===== src/rtl/systolic_input_feeder.sv =====
// systolic_input_feeder
// Feeds the west edge of a systolic array. Each accepted activation vector
// carries one element per array row; row r is emitted r cycles after row 0
// so that the PE grid sees the diagonal wavefront it expects. Per-row valid
// and weight-switch strobes travel with the data. A one-cycle done pulse
// marks the cycle in which the last skewed element of a tile leaves.
//
// Ports:
//   clk         rising-edge clock
//   rst_n       asynchronous active-low reset
//   in_valid    upstream vector valid
//   in_ready    feeder can accept (low only while a tile drains)
//   in_data     ROWS*DATA_WIDTH, row r at [r*DATA_WIDTH +: DATA_WIDTH]
//   in_last     vector closes the tile
//   in_switch   promote background weights (first vector of a tile only)
//   feed_input  skewed elements to column-0 PEs, same packing as in_data
//   feed_valid  per-row valid strobe
//   feed_switch per-row weight-switch strobe
//   vec_count   vectors accepted in current/last tile, saturating
//   done        one-cycle tile-complete pulse
module systolic_input_feeder #(
  parameter int ROWS       = 2,
  parameter int DATA_WIDTH = 16,
  parameter int CNT_WIDTH  = 8
) (
  input  logic                       clk,
  input  logic                       rst_n,
  input  logic                       in_valid,
  output logic                       in_ready,
  input  logic [ROWS*DATA_WIDTH-1:0] in_data,
  input  logic                       in_last,
  input  logic                       in_switch,
  output logic [ROWS*DATA_WIDTH-1:0] feed_input,
  output logic [ROWS-1:0]            feed_valid,
  output logic [ROWS-1:0]            feed_switch,
  output logic [CNT_WIDTH-1:0]       vec_count,
  output logic                       done
);

  // Drain counter must hold ROWS-1; one spare bit keeps ROWS=1 legal.
  localparam int DCW = (ROWS > 1) ? $clog2(ROWS) + 1 : 1;

  typedef enum logic [1:0] {
    IDLE   = 2'd0,
    STREAM = 2'd1,
    DRAIN  = 2'd2
  } state_t;

  state_t               state_r;
  logic [DCW-1:0]       drain_cnt_r;
  logic [CNT_WIDTH-1:0] vec_count_r;
  logic                 done_r;
  logic                 xfer_s;
  logic                 switch_s;

  // Saturating increment of the tile vector counter.
  function automatic logic [CNT_WIDTH-1:0] sat_inc(input logic [CNT_WIDTH-1:0] v);
    if (v == {CNT_WIDTH{1'b1}}) begin
      sat_inc = v;
    end else begin
      sat_inc = v + {{(CNT_WIDTH-1){1'b0}}, 1'b1};
    end
  endfunction

  // Ready depends on state only so upstream never sees a comb path from in_valid.
  assign in_ready = (state_r != DRAIN);
  assign xfer_s   = in_valid && in_ready;
  // Weight switch is only honoured on the vector that opens a tile.
  assign switch_s = xfer_s && in_switch && (state_r == IDLE);

  // Tile FSM: tracks open tile, counts vectors, times the drain and done pulse.
  always_ff @(posedge clk or negedge rst_n) begin
    if (!rst_n) begin
      state_r     <= IDLE;
      drain_cnt_r <= {DCW{1'b0}};
      vec_count_r <= {CNT_WIDTH{1'b0}};
      done_r      <= 1'b0;
    end else begin
      done_r <= 1'b0;
      case (state_r)
        IDLE, STREAM: begin
          if (xfer_s) begin
            if (state_r == IDLE) begin
              vec_count_r <= {{(CNT_WIDTH-1){1'b0}}, 1'b1};
            end else begin
              vec_count_r <= sat_inc(vec_count_r);
            end
            if (!in_last) begin
              state_r <= STREAM;
            end else if (ROWS == 1) begin
              // Single lane: the element leaves on this very edge.
              state_r <= IDLE;
              done_r  <= 1'b1;
            end else begin
              state_r     <= DRAIN;
              drain_cnt_r <= DCW'(ROWS - 1);
            end
          end
        end
        DRAIN: begin
          if (drain_cnt_r == DCW'(1)) begin
            state_r     <= IDLE;
            drain_cnt_r <= {DCW{1'b0}};
            done_r      <= 1'b1;
          end else begin
            drain_cnt_r <= drain_cnt_r - DCW'(1);
          end
        end
        default: begin
          state_r     <= IDLE;
          drain_cnt_r <= {DCW{1'b0}};
        end
      endcase
    end
  end

  assign vec_count = vec_count_r;
  assign done      = done_r;

  for (genvar r = 0; r < ROWS; r++) begin : g_lane
    logic [DATA_WIDTH-1:0] data_r [0:r];
    logic [r:0]            valid_r;
    logic [r:0]            switch_r;

    // Lane r skew chain of r+1 stages; empty slots carry zero data.
    always_ff @(posedge clk or negedge rst_n) begin
      if (!rst_n) begin
        for (int s = 0; s <= r; s++) begin
          data_r[s]   <= {DATA_WIDTH{1'b0}};
          valid_r[s]  <= 1'b0;
          switch_r[s] <= 1'b0;
        end
      end else begin
        data_r[0]   <= xfer_s ? in_data[r*DATA_WIDTH +: DATA_WIDTH] : {DATA_WIDTH{1'b0}};
        valid_r[0]  <= xfer_s;
        switch_r[0] <= switch_s;
        for (int s = 1; s <= r; s++) begin
          data_r[s]   <= data_r[s-1];
          valid_r[s]  <= valid_r[s-1];
          switch_r[s] <= switch_r[s-1];
        end
      end
    end

    assign feed_input[r*DATA_WIDTH +: DATA_WIDTH] = data_r[r];
    assign feed_valid[r]  = valid_r[r];
    assign feed_switch[r] = switch_r[r];
  end

endmodule


===== config.mk =====
export PLATFORM = sky130hd
export DESIGN_NAME = systolic_input_feeder
export DESIGN_NICKNAME = d
export VERILOG_FILES = /design/src/rtl/systolic_input_feeder.sv
export SDC_FILE = /design/constraint.sdc
export NUM_CORES = 1
export LEC_CHECK = 0
export ABC_CLOCK_PERIOD_IN_PS = 3600
export CORE_MARGIN = 10
export CORE_UTILIZATION = 40
export CTS_CLUSTER_SIZE = 24
export DETAILED_ROUTE_END_ITERATION = 10
export PLACE_DENSITY = 0.72
export SETUP_SLACK_MARGIN = 0.02
export SLEW_MARGIN = 0
export SYNTH_ARGS = -nofsm -noshare
export SYNTH_HDL_FRONTEND = slang
export SYNTH_SLANG_ARGS = --single-unit
export TNS_END_PERCENT = 1

===== constraint.sdc =====
create_clock -name clk -period 3.6 [get_ports clk]
set_input_delay 0.72 -clock clk [delete_from_list [all_inputs] [get_ports clk]]
set_output_delay 0.72 -clock clk [all_outputs]
set_load 0.005 [all_outputs]

==> metrics.yaml <==
core_mm2: 0.005921
tns_ps: 0
clock-sinks: 65
route.detailed.vias_per_inst: 4.803
layout_commonest_cell: "clkdlybuf4s50_1"
number_of_cts_inserted_buffers: 9
finalNonFillerCells: 335
number_of_global_route_vias_before_repair: 1726
grt_setup_unrepaired: "no"
result_of_the_run: "complete, no violations"
synth_top_family_by_area: "simple AND/OR/NAND/NOR gates"
nets: 294
critPathKind: "reg -> out"
final_min_period_over_clock_period_pct: 78.42
drv_cap: 0
syn2layout_area_growth_pct: 39.66
drt_wl_total_mm: 5.376
synthesis.instances: 186
netlist-cell-type-count: 39
dpl.hpwl_mm: 3.894
die_height_um: 97.88
synthesized_area_fraction_occupied_by_adder_cells_pct: 1.031
final_layout_size_suffix_gt1_share_pct: 10.00
post_cts_resized: 0
worst_min_delay_path_startpoint: "g_lane[1].data_r[16]"
post_drt_wl_per_cell_um: 16.05
clockBufferDepth: 2
pwr-share-comb_pct: 19.8
seq_power_share_pct: 46.8
most-common-layout-cells: "clkdlybuf4s50_1, dfrtp_1, and3_1"
post_place_setup_slack_ps: 1106
cts_htree_levels: 3
synth_simple_gate_area_share_pct: 14.90
holdPathStages: 0
clkTransAtPathRegs_ps: 70
critPathCaptureType: "output pin"
postCtsSetupRepairBufs: 0
largest_driver_fanout_on_the_critical_path: 35
dominantRegCellSynth: "dfrtp_1"
synth.ff_latch_count: 65
ant_nets: 0
critPathArrivalTime_ps: 2100
gp_routability_congestion: 0.8410
globalRouteTotalUtil_pct: 11.35
startpoint: "state_r[0]"
powerDensity_mw_per_mm2: 573.7
fmax_ghz: 0.3542
internal_power_mw: 1.445
synth_mux_area_share_pct: 1.031
top_level_pins: 83
post-route-worst-setup-slack_ps: 776.9
worst_hold_path_type: "reg -> reg"
timing.max_slew.rel_slack_pct: 49.68
final_hold_vios: 0
vias: 1609
dieArea_mm2: 0.009580
initialDrtViolationCount: 37
share_of_the_synthesized_area_in_compound_gates_ao_oa_aoi_oai_pct: 7.478
power.clock.fraction_pct: 33.4
timing_max_transition_violations_final: 0
postSynthNetCount: 225
drt_pre_antenna_iters: 4
worstSkewPairLatency_ps: 320
finalCriticalPeriod_ps: 2823
transition_time_at_the_pin_with_the_least_slew_margin_ps: 754.8
finClkSkew_ps: 4.585
synth-warning-count: 0
die_w_um: 97.88
cts-root-buf: "clkbuf_8"
final.hold.worst_slack_ps: 345.3
synth_xor_xnor_area_share_pct: 0
dpl.cell_count: 319
ys_async_sr_fraction_pct: 100.0
antenna_violations_before_repair: 0
swShare_pct: 25.66
rr_worst_depth: 4
grt_max_degree: 36
critical_path_required_ps: 2880
number_of_synthesized_flops_with_an_enable_pin: 0
cts_hold_buf: 0
report.final.setup_viol: 0
drc: 0
r2r_start: "vec_count[0]"
grt-ovfl-total: 0
sequential_share_of_the_synthesized_area_pct: 67.04
num_rows: 28
port-buffer-count: 82
setup.worst_path.start_class: "flop"
initial_core_util_pct: 40.98
grt_first_pass_wirelength_mm: 8.845
finish.utilization_pct: 57.23
syn-mean-instance-area_um2: 13.04
layout.filler_cells: 467
p_sw_mw: 0.4987
mappedNetlistArea_mm2: 0.002426
total_leakage_power_nw: 1.583
clock_tree_from_tritoncts: "built"
ir_worst_vdd_uv: 293.5
diodes: 0
==> path summary, 6_finish.rpt <==
path / endpoint / slack [ps]
max: in_ready / 780
min: feed_input[16] / 350
max reg2reg: vec_count[0] / 1890
min reg2reg: feed_input[16] / 350
max in group asynchronous: g_lane[1].data_r[23] / 2270
min in group asynchronous: feed_input[27] / 460
==> through the flow <==
step / area [µm²] / power [mW]
floorplan: 2426 / 1.102
global placement: 3178 / 1.303
detailed placement: 3178 / 1.315
CTS: 3388 / 1.971
global route: 3388 / 2.048
finish: 3388 / 1.944
==> cell usage after synthesis (2+ instances only) <==
cell type	instances	area (µm²)
o31ai_1	2	15.01
nor2_1	3	11.26
clkbuf_1	5	18.77
buf_4	18	135.1
ha_1	2	25.02
clkbuf_2	2	10.01
nand2_1	5	18.77
nand2b_1	2	12.51
and3_1	35	219.0
o22ai_1	2	12.51
o21ai_0	5	25.02
a21oi_1	5	25.02
nand3_1	4	20.02
dfrtp_1	65	1627
inv_1	7	26.28
==> registers in the layout (all words and copies together), names as in the netlist <==
name and flops:
vec_count 8, g_lane.switch_r 2, drain_cnt_r 2, state_r 2, g_lane.data_r 32, g_lane.valid_r 2, feed_input 16, done 1
==> cell type report <==
class	count	area [µm²]	area share [%]
timing repair buffer	85	838.3	24.74
clock inverter	6	82.58	2.437
tap	75	93.84	2.770
multi-input combinational	87	593.1	17.50
inverter	7	26.28	0.7755
sequential	65	1627	48.01
clock buffer	10	127.6	3.767
==> logic make-up (layout without fill, tap and decap cells) <==
family | Yosys count | after routing
mux | 2 | 2
compound gates | 24 | 24
simple gates | 59 | 59
buf+inv | 34 | 108
flops | 65 | 65
fa+ha+maj | 2 | 2
==> power by group through the flow <==
stage                     sequential, mW  clock [mW]  combinational, mW
after floorplan                    0.897           0              0.205
after global placement             0.917           0              0.386
after detailed placement           0.923           0              0.392
after CTS                          0.910       0.667              0.394
after global routing               0.927       0.693              0.428
final                              0.910       0.648              0.385
==> layer usage <==
| metal | global-route usage, % | wire length (µm) | vias up |
|---|---|---|---|
| met5 | 0 | 0 | - |
| met4 | 5.034 | 59 | 0 |
| met3 | 5.004 | 412 | 7 |
| met2 | 17.46 | 2562 | 62 |
| met1 | 13.40 | 2342 | 773 |
| li1 | - | - | 767 |
==> worst max-delay path: stages (launching register included) <==
cell             delay, ps
dfrtp_1                650
inv_1                  180
nand2_1                100
buf_4                  280
clkdlybuf4s50_1        570
Note: power is estimated with default switching activity, not from simulation.
